===== config.mk =====
export PLATFORM = sky130hd
export DESIGN_NAME = drp_arbiter
export DESIGN_NICKNAME = d
export VERILOG_FILES = /design/src/rtl/drp_pkg.sv /design/src/rtl/drp_rr_arbiter.sv /design/src/rtl/drp_arbiter.sv
export SDC_FILE = /design/constraint.sdc
export NUM_CORES = 1
export LEC_CHECK = 0
export ABC_AREA = 1
export CORE_MARGIN = 2
export CORE_UTILIZATION = 45
export DETAILED_ROUTE_END_ITERATION = 8
export PLACE_DENSITY = 0.86
export RECOVER_POWER = 25
export REMOVE_ABC_BUFFERS = 1
export SYNTH_ARGS = -nofsm -noshare
export SYNTH_HDL_FRONTEND = slang
export SYNTH_SLANG_ARGS = --single-unit

===== constraint.sdc =====
create_clock -name clk -period 4.2 [get_ports clk]
set_clock_uncertainty 0.15 [all_clocks]
set_input_delay 0.84 -clock clk [delete_from_list [all_inputs] [get_ports clk]]
set_output_delay 0.84 -clock clk [all_outputs]
set_load 0.01 [all_outputs]

===== src/rtl/drp_pkg.sv =====
// Shared types and constants for the DRP port arbiter.
package drp_pkg;

  localparam int unsigned DRP_DW      = 16;
  localparam logic [15:0] FULL_MASK   = 16'hFFFF;
  localparam int unsigned TIMEOUT_DEF = 1000;

  typedef enum logic [2:0] {
    S_IDLE,
    S_RD_ISSUE,
    S_RD_WAIT,
    S_WR_ISSUE,
    S_WR_WAIT,
    S_RESP
  } drp_state_e;

  // Bits with mask=1 come from the new data, the rest keep the read value.
  function automatic logic [DRP_DW-1:0] rmw_merge(input logic [DRP_DW-1:0] rd,
                                                  input logic [DRP_DW-1:0] wd,
                                                  input logic [DRP_DW-1:0] mask);
    return (rd & ~mask) | (wd & mask);
  endfunction

endpackage


===== src/rtl/drp_rr_arbiter.sv =====
// Round-robin grant: combinational one-hot pick starting at the pointer,
// plus the pointer register advanced past the served requester.
module drp_rr_arbiter #(
  parameter  int unsigned NUM_REQ = 4,
  localparam int unsigned IW      = $clog2(NUM_REQ)
) (
  input  logic               clk,
  input  logic               rst_n,
  input  logic [NUM_REQ-1:0] req_i,
  input  logic               upd_i,
  input  logic [IW-1:0]      upd_idx_i,
  output logic [NUM_REQ-1:0] gnt_o,
  output logic [IW-1:0]      gnt_idx_o,
  output logic               any_o
);

  logic [IW-1:0] ptr_q, ptr_d;
  logic [IW-1:0] cand;

  always_ff @(posedge clk or negedge rst_n) begin
    if (!rst_n) ptr_q <= '0;
    else        ptr_q <= ptr_d;
  end

  always_comb begin
    ptr_d = ptr_q;
    if (upd_i) ptr_d = (32'(upd_idx_i) == NUM_REQ - 1) ? '0 : upd_idx_i + 1'b1;
  end

  always_comb begin
    gnt_o     = '0;
    gnt_idx_o = '0;
    any_o     = 1'b0;
    cand      = '0;
    for (int unsigned i = 0; i < NUM_REQ; i++) begin
      cand = IW'((32'(ptr_q) + i) % NUM_REQ);
      if (!any_o && req_i[cand]) begin
        any_o       = 1'b1;
        gnt_o[cand] = 1'b1;
        gnt_idx_o   = cand;
      end
    end
  end

endmodule


===== src/rtl/drp_arbiter.sv =====
// Shares one transceiver DRP port between NUM_REQ requesters with round-robin
// arbitration, read / write / masked read-modify-write and a ready timeout.
module drp_arbiter import drp_pkg::*; #(
  parameter int unsigned NUM_REQ     = 4,
  parameter int unsigned DRP_AW      = 9,
  parameter int unsigned TIMEOUT_CYC = TIMEOUT_DEF
) (
  input  logic                      clk,
  input  logic                      rst_n,
  input  logic [NUM_REQ-1:0]        req_valid,
  input  logic [NUM_REQ-1:0]        req_we,
  input  logic [NUM_REQ*DRP_AW-1:0] req_addr,
  input  logic [NUM_REQ*DRP_DW-1:0] req_wdata,
  input  logic [NUM_REQ*DRP_DW-1:0] req_mask,
  output logic [NUM_REQ-1:0]        req_ack,
  output logic [DRP_DW-1:0]         rsp_rdata,
  output logic                      rsp_err,
  output logic                      busy,
  output logic                      drp_en,
  output logic                      drp_we,
  output logic [DRP_AW-1:0]         drp_addr,
  output logic [DRP_DW-1:0]         drp_di,
  input  logic [DRP_DW-1:0]         drp_do,
  input  logic                      drp_rdy
);

  localparam int unsigned IW = $clog2(NUM_REQ);
  localparam int unsigned CW = $clog2(TIMEOUT_CYC) + 1;
  localparam logic [CW-1:0] CNT_LAST = CW'(TIMEOUT_CYC - 1);

  drp_state_e          state_q, state_d;
  logic [CW-1:0]       cnt_q, cnt_d;
  logic [NUM_REQ-1:0]  gnt_q, gnt_d;
  logic [IW-1:0]       idx_q, idx_d;
  logic                we_q, we_d;
  logic [DRP_DW-1:0]   wdata_q, wdata_d, mask_q, mask_d;
  logic [DRP_AW-1:0]   addr_q, addr_d;
  logic [DRP_DW-1:0]   di_q, di_d, rdata_q, rdata_d;
  logic                err_q, err_d, en_q, en_d, dwe_q, dwe_d;

  logic [NUM_REQ-1:0]  rr_gnt;
  logic [IW-1:0]       rr_idx;
  logic                rr_any, rr_upd;
  logic                sel_we;
  logic [DRP_AW-1:0]   sel_addr;
  logic [DRP_DW-1:0]   sel_wdata, sel_mask;

  drp_rr_arbiter #(.NUM_REQ(NUM_REQ)) u_rr (
    .clk       (clk),
    .rst_n     (rst_n),
    .req_i     (req_valid),
    .upd_i     (rr_upd),
    .upd_idx_i (idx_q),
    .gnt_o     (rr_gnt),
    .gnt_idx_o (rr_idx),
    .any_o     (rr_any)
  );

  always_comb begin
    sel_we    = 1'b0;
    sel_addr  = '0;
    sel_wdata = '0;
    sel_mask  = '0;
    for (int unsigned i = 0; i < NUM_REQ; i++) begin
      if (rr_gnt[i]) begin
        sel_we    = req_we[i];
        sel_addr  = req_addr[i*DRP_AW +: DRP_AW];
        sel_wdata = req_wdata[i*DRP_DW +: DRP_DW];
        sel_mask  = req_mask[i*DRP_DW +: DRP_DW];
      end
    end
  end

  always_ff @(posedge clk or negedge rst_n) begin
    if (!rst_n) begin
      state_q <= S_IDLE;
      cnt_q   <= '0;
      gnt_q   <= '0;
      idx_q   <= '0;
      we_q    <= 1'b0;
      wdata_q <= '0;
      mask_q  <= '0;
      addr_q  <= '0;
      di_q    <= '0;
      rdata_q <= '0;
      err_q   <= 1'b0;
      en_q    <= 1'b0;
      dwe_q   <= 1'b0;
    end else begin
      state_q <= state_d;
      cnt_q   <= cnt_d;
      gnt_q   <= gnt_d;
      idx_q   <= idx_d;
      we_q    <= we_d;
      wdata_q <= wdata_d;
      mask_q  <= mask_d;
      addr_q  <= addr_d;
      di_q    <= di_d;
      rdata_q <= rdata_d;
      err_q   <= err_d;
      en_q    <= en_d;
      dwe_q   <= dwe_d;
    end
  end

  // Strobes are registered, so they are raised on the transition into ISSUE.
  always_comb begin
    state_d = state_q;
    cnt_d   = cnt_q;
    gnt_d   = gnt_q;
    idx_d   = idx_q;
    we_d    = we_q;
    wdata_d = wdata_q;
    mask_d  = mask_q;
    addr_d  = addr_q;
    di_d    = di_q;
    rdata_d = rdata_q;
    err_d   = err_q;
    en_d    = 1'b0;
    dwe_d   = 1'b0;
    rr_upd  = 1'b0;
    unique case (state_q)
      S_IDLE: begin
        if (rr_any) begin
          gnt_d   = rr_gnt;
          idx_d   = rr_idx;
          we_d    = sel_we;
          addr_d  = sel_addr;
          wdata_d = sel_wdata;
          mask_d  = sel_mask;
          rdata_d = '0;
          err_d   = 1'b0;
          en_d    = 1'b1;
          if (sel_we && sel_mask == FULL_MASK) begin
            state_d = S_WR_ISSUE;
            dwe_d   = 1'b1;
            di_d    = sel_wdata;
          end else begin
            state_d = S_RD_ISSUE;
            di_d    = '0;
          end
        end
      end
      S_RD_ISSUE: begin
        cnt_d   = '0;
        state_d = S_RD_WAIT;
      end
      S_WR_ISSUE: begin
        cnt_d   = '0;
        state_d = S_WR_WAIT;
      end
      S_RD_WAIT: begin
        if (drp_rdy) begin
          rdata_d = drp_do;
          if (we_q) begin
            di_d    = rmw_merge(drp_do, wdata_q, mask_q);
            en_d    = 1'b1;
            dwe_d   = 1'b1;
            state_d = S_WR_ISSUE;
          end else begin
            state_d = S_RESP;
          end
        end else if (cnt_q == CNT_LAST) begin
          err_d   = 1'b1;
          state_d = S_RESP;
        end else begin
          cnt_d = cnt_q + 1'b1;
        end
      end
      S_WR_WAIT: begin
        if (drp_rdy) begin
          state_d = S_RESP;
        end else if (cnt_q == CNT_LAST) begin
          err_d   = 1'b1;
          state_d = S_RESP;
        end else begin
          cnt_d = cnt_q + 1'b1;
        end
      end
      S_RESP: begin
        rr_upd  = 1'b1;
        state_d = S_IDLE;
      end
      default: state_d = S_IDLE;
    endcase
  end

  assign req_ack   = (state_q == S_RESP) ? gnt_q : '0;
  assign busy      = (state_q != S_IDLE);
  assign rsp_rdata = rdata_q;
  assign rsp_err   = err_q;
  assign drp_en    = en_q;
  assign drp_we    = dwe_q;
  assign drp_addr  = addr_q;
  assign drp_di    = di_q;

endmodule

==> impl_metrics.ini, run 1 <==
[routing]
drt_pass1_iterations = 5
first_iter_violations = 716
wl_per_cell_um = 16.9
route.detailed.drc = 0
antenna_left = 0
routed_via_density = 5.53
wirelength_um = 21900
vias = 7161

[timing]
slew_viol_final = 83
tightest_slew_ns = 2.09
fin_crit_sh_pct = 92.0
layout_min_cycle_time_ns = 3.86
setup_viol = 0
slew_headroom_pct = -39.3
hold_viol_final = 0
max_freq_mhz = 259
rsz0062_at_grt = false
fin_setup_tns_ns = 0
fin_ws_ns = 0.337

[place]
dp_hpwl_um = 15700
dp_slack_ns = 0.0556
port_buffers = 239
routabilityCongestion = 0.871

[yosys]
synthDistinctLibCells = 41
synth_edf_count = 0
ys_ff_latch = 99
synth_area_leader_cell = dfrtp_1
synth_area_um2 = 6390
ys_async_sr_fraction_pct = 100
syn_avg_cell_area_um2 = 7.19
synth.yosys.seq_area_share_pct = 38.8
synthTopCellsByArea = dfrtp_1 39%, a21oi_1 11%, nand2_1 9.0%
yosys_warnings = 0
ys.flop_type = dfrtp_1
synthCells = 888
synth_top_area_share_pct = 38.8

[setup_path]
cp.required_ns = 4.33
cp_slowest_cell = dfrtp_1
worstSetupStartpointType = flip-flop
worst_setup_path_end_kind = flip-flop
path_buf_inv = 3
cpLargestDelayFamily = simple AND/OR/NAND/NOR gates
arrival_ns = 3.99
worst_path_largest_cell_delay_ns = 0.58
path_cells = inv_2, ha_1, inv_1, nand3_1, nand2_2, nand2_4, nor2_4, nand2_1, o21ai_4, buf_4, nand2_1, nand2_1, nand2_1, nor2_2, nand2_2, nor2_8, nand3_1, a21oi_1
critPathKind = flip-flop to flip-flop
crit_path_frequent_cell = nand2_1
path_max_fanout = 16

[floorplanning]
start_util_pct = 46.0
ios = 240
design.die.area_um2 = 15200
die_x_um = 123
num_rows = 43
die_h_um = 123
core_area_um2 = 13900

[layout]
finalNetCount = 1312
insertedDiodeCount = 0
syn2layout_area_growth_pct = 45.0
fillCellCount = 1209
drive_gt1_share_pct = 8.96

[grt]
grtUsageMet2_pct = 48.4
met1_usage_pct = 35.5
grt_pass1_wl_um = 33000
gr-max-usage-layer = met2
grt_max_degree = 83
grt.overflow.total = 0
grtUsageTotal_pct = 28.1
antenna_found_initial = 0
grt_pass1_vias = 6685
grt_util_met3_pct = 5.30

[clock_network]
clk_pin_slew_ns = 0.07
cts_buffers = 9
htreeDepth = 3
root_buffer = clkbuf_16
worstSkewPairLatency_ns = 0.35
cts_tree = yes
clock_sinks = 99
clk_path_buf_depth = 2

[run]
maxCapViolCount = 1

[pwr]
leakagePower_nw = 3.89
design_power_total_mw = 7.99
ir_drop_uv = 441
powerDensity_nw_per_um2 = 862

[worst_hold_path]
hp-class = flip-flop to flip-flop

[status]
status = finished with violations
violations = max-capacitance violations, max-slew violations
[sequential cells by signal, summed over array words and instances, names as in the netlist]
| register | flops |
|---|---|
| we_q | 1 |
| idx_q | 2 |
| cnt_q | 11 |
| rsp_rdata | 16 |
| drp_addr | 9 |
| state_q | 3 |
| drp_en | 1 |
| rsp_err | 1 |
| drp_we | 1 |
| mask_q | 16 |
| gnt_q | 4 |
| wdata_q | 16 |
| drp_di | 16 |
| u_rr.ptr_q | 2 |
[placed cells by master, fill, tap and decap left out, types with 3 or more instances in the layout]
master | Yosys | routed
o22ai_1 | 5 | 5
a21oi_2 | 10 | 11
nand3_1 | 83 | 83
nor2_2 | 6 | 7
mux2_2 | 4 | 4
nor3_1 | 4 | 3
nor2_1 | 124 | 122
nand2_4 | 4 | 4
clkdlybuf4s50_1 | 0 | 238
clkbuf_16 | 0 | 9
a31oi_1 | 33 | 33
o21ai_0 | 53 | 52
nor2_4 | 3 | 4
nand3_2 | 14 | 14
inv_2 | 3 | 3
buf_12 | 1 | 4
nand2_2 | 8 | 8
nand2_1 | 153 | 153
buf_4 | 2 | 20
dfrtp_1 | 99 | 99
ha_1 | 9 | 9
inv_1 | 60 | 60
nand4_1 | 4 | 4
a21oi_1 | 139 | 138
[worst reg2reg max path: stages (launching register included)]
cell	delay, ns
dfrtp_1	0.58
inv_2	0.19
ha_1	0.40
inv_1	0.12
nand3_1	0.09
nand2_2	0.12
nand2_4	0.07
nor2_4	0.11
nand2_1	0.22
o21ai_4	0.38
buf_4	0.26
nand2_1	0.08
nand2_1	0.11
nand2_1	0.08
nor2_2	0.11
nand2_2	0.10
nor2_8	0.35
nand3_1	0.13
a21oi_1	0.16
[power by group]
group / internal, mW / switching [mW]
clock: 0.399 / 0.363
sequential: 1.40 / 0.279
combinational: 2.07 / 3.48
[cell usage after synthesis, types with 5 or more instances]
cell type / count
nand2_1: 153
a21oi_1: 139
nor2_1: 124
dfrtp_1: 99
nand3_1: 83
inv_1: 60
o21ai_0: 53
a31oi_1: 33
clkbuf_1: 20
buf_2: 18
nand3_2: 14
a21oi_2: 10
ha_1: 9
nand2_2: 8
buf_1: 6
nor2_2: 6
o22ai_1: 5
[what timing repair did]
action | CTS | global route
resized for setup | 0 | 1
endpoints found under the setup margin | 0 | 16
buffers inserted | 0 | 1
hold buffers | 0 | 0
[final timing paths]
path	startpoint	to	slack [ns]	depth (start not counted)
worst min-delay path	idx_q[1]	idx_q[1]	0.35	2
worst max-delay path	u_rr.ptr_q[0]	drp_di[12]	0.34	18
worst min register to register	idx_q[1]	idx_q[1]	0.35	2
min in group asynchronous	rst_n	drp_addr[7]	0.91	1
worst max register to register	u_rr.ptr_q[0]	drp_di[12]	0.34	18
max in group asynchronous	rst_n	cnt_q[2]	1.73	1
[layer usage]
| layer | wire length (µm) | part of all wire (%) |
|---|---|---|
| met1 | 8930 | 41 |
| met2 | 10700 | 49 |
| met3 | 1860 | 8.5 |
| met4 | 466 | 2.1 |
| met5 | 0 | 0 |
[logic make-up (layout without fill, tap and decap cells)]
group | Yosys count | in the layout | synth area share [%]
flops | 99 | 99 | 38.8
fa+ha+maj | 9 | 9 | 1.76
simple gates | 405 | 405 | 28.7
compound gates | 251 | 252 | 21.6
mux | 4 | 4 | 0.705
buf+inv | 118 | 345 | 8.19
xor+xnor | 2 | 2 | 0.274
[final cells by class]
| class | instances | area, µm² | share of cell area, % |
|---|---|---|---|
| Multi-Input combinational cell | 672 | 3420 | 37.0 |
| Timing Repair Buffer | 263 | 2620 | 28.3 |
| Sequential cell | 99 | 2480 | 26.7 |
| Inverter | 67 | 255 | 2.76 |
| Clock buffer | 11 | 233 | 2.51 |
| Tap cell | 180 | 225 | 2.43 |
| Clock inverter | 4 | 28.8 | 0.311 |
[per-stage QoR]
step / cells / util, % / instance area [µm²] / hold WS (ns)
global placement: 1279 / 64.7 / 8980 / 0.319
floorplan: 837 / - / 6120 / 0.300
global route: 1296 / 66.7 / 9260 / 0.385
detailed placement: 1279 / 64.7 / 8980 / 0.334
finish: 1296 / 66.7 / 9260 / 0.351
CTS: 1294 / 66.6 / 9240 / 0.347
Power figures use the tool's default switching activity.
==> run 2, diff against run 1 <==
Settings changed: CAP_MARGIN set to 40.
==> run 2 against run 1 <==
Effect of this change: the flow still finishes with violations (max-capacitance violations, max-slew violations); first-iteration DRC count is 0.70% lower; setup slack worse by 0.068 ns; largest power group unchanged; via count rose by 0.13%; die area unchanged; combinational power hardly changed; register-to-register slack worse by 0.07 ns; largest cell class unchanged; sequential share of layout area decreased by 0.12 points; critical endpoint is now drp_di[15].
==> impl_metrics.ini, run 2 (synthesis gave the netlist of run 1 again) <==
[status]
status = finished with violations
violations = max-capacitance violations, max-slew violations

[grt]
antenna_found_initial = 0
grt_pass1_vias = 6847
grt.overflow.total = 0
grt_pass1_wl_um = 34000
grt_max_degree = 69
grtUsageTotal_pct = 29.0

[layout]
multi_input_area_um2 = 3420
final_cells = 1297
final_util_pct = 67.0
final_common_cell = clkdlybuf4s50_1
final_cell_mix = 238 x clkdlybuf4s50_1, 153 x nand2_1, 138 x a21oi_1
syn2layout_area_growth_pct = 45.7
ff_latch_area_um2 = 2480
finalNetCount = 1312
drive_gt1_share_pct = 8.95
insertedDiodeCount = 0
fillCellCount = 1207

[routing]
vias = 7170
routed_via_density = 5.53
route.detailed.drc = 0
antenna_left = 0
drt_pass1_iterations = 6
first_iter_violations = 711
wl_per_cell_um = 17.1
wirelength_um = 22200

[setup_path]
critPathKind = flip-flop to flip-flop
r2r-end = drp_di[15]
critPathLaunch = u_rr.ptr_q[0]
arrival_ns = 4.06
worstSetupStartpointType = flip-flop
path_max_fanout = 16
r2r_setup_slack_ns = 0.27
worst_setup_path_end_kind = flip-flop
cp.required_ns = 4.33
r2r_cells = 18
critical_path.endpoint = drp_di[15]
worstReg2RegStart = u_rr.ptr_q[0]

[clock_network]
worstSkewPairLatency_ns = 0.36
clk_path_buf_depth = 2
postCtsHoldBufs = 0
htreeDepth = 3
cts_buffers = 9
cts_tree = yes
clock_sinks = 99
clk_pin_slew_ns = 0.07
root_buffer = clkbuf_16

[place]
port_buffers = 239
routabilityCongestion = 0.871
dp_hpwl_um = 15800
dpl.cell_count = 1280

[floorplanning]
ios = 240
design.die.area_um2 = 15200
start_util_pct = 46.0
die_x_um = 123
die_h_um = 123
core_area_um2 = 13900
num_rows = 43

[timing]
layout_min_cycle_time_ns = 3.93
fin_crit_sh_pct = 93.6
tightest_slew_ns = 2.16
rsz0062_at_grt = false
hold_viol_final = 0
slew_headroom_pct = -43.7
max_freq_mhz = 254
slew_viol_final = 40
whs_ns = 0.338
setup_viol = 0

[pwr]
ir_drop_uv = 537
design_power_total_mw = 8.11
powerDensity_nw_per_um2 = 871
leakagePower_nw = 3.91

[run]
maxCapViolCount = 1

[worst_hold_path]
hp-class = flip-flop to flip-flop
## run 2: cell count changes in the layout (fill, tap and decap cells not counted)
cell	delta
clkbuf_8	+2
clkinvlp_4	-1
clkinv_2	-1
clkbuf_1	+1
bufinv_16	+1
buf_4	-1
## run 2: what timing repair did
action	in CTS	in global routing
setup endpoints to repair	0	16
buffers inserted	0	0
gates resized for setup	0	1
endpoints found under the hold margin	0	0
## run 2: critical path, cell delays in order, from the launching register on
cell	delay, ns
dfrtp_1	0.58
inv_2	0.19
ha_1	0.40
inv_1	0.11
nand3_1	0.09
nand2_2	0.11
nand2_4	0.07
nor2_4	0.11
nand2_1	0.22
o21ai_4	0.44
buf_4	0.28
nand2_1	0.09
nand2_1	0.11
nand2_1	0.07
nor2_2	0.11
nand2_2	0.10
nor2_8	0.35
nand3_1	0.12
a21oi_1	0.15
## run 2: final cells by class
cell class / count / area share, %
clock buffer: 13 / 2.80
clock inverter: 3 / 0.498
inverter: 67 / 2.74
sequential: 99 / 26.6
timing repair buffer: 263 / 28.1
multi-input combinational: 672 / 36.8
tap: 180 / 2.42
## run 2: layer usage
| layer | vias to the layer above | GRT usage (%) | part of all wire (%) |
|---|---|---|---|
| li1 | 3451 | - | - |
| met1 | 3348 | 36.6 | 41 |
| met2 | 336 | 48.8 | 48 |
| met3 | 35 | 5.44 | 8.2 |
| met4 | 0 | 11.6 | 3.1 |
| met5 | - | 0 | 0 |
## run 2: how the worst min path moves through the flow
stage / from / depth (start not counted) / end / slack (ns)
after floorplan: we_q / 2 / we_q / 0.30
after global placement: we_q / 2 / we_q / 0.32
after detailed placement: idx_q[1] / 2 / idx_q[1] / 0.33
after CTS: rst_n / 1 / drp_addr[7] / 0.33
after global routing: idx_q[1] / 2 / idx_q[1] / 0.35
final: idx_q[1] / 2 / idx_q[1] / 0.34
## run 2: power breakdown
| part | leakage (nW) | switching (mW) | internal, mW | total, mW |
|---|---|---|---|---|
| registers | 1.23 | 0.279 | 1.40 | 1.68 |
| clock network | 0.146 | 0.376 | 0.497 | 0.873 |
| logic | 2.54 | 3.50 | 2.06 | 5.56 |
## run 2: metrics by stage
step / setup TNS, ns / area, µm² / setup slack, ns
after floorplan: -88.16 / 6120 / -1.66
after global placement: 0 / 8980 / 0.203
after detailed placement: 0 / 9010 / 0.0659
after CTS: 0 / 9320 / 0.242
after global routing: 0 / 9300 / 0.00791
final: 0 / 9300 / 0.269
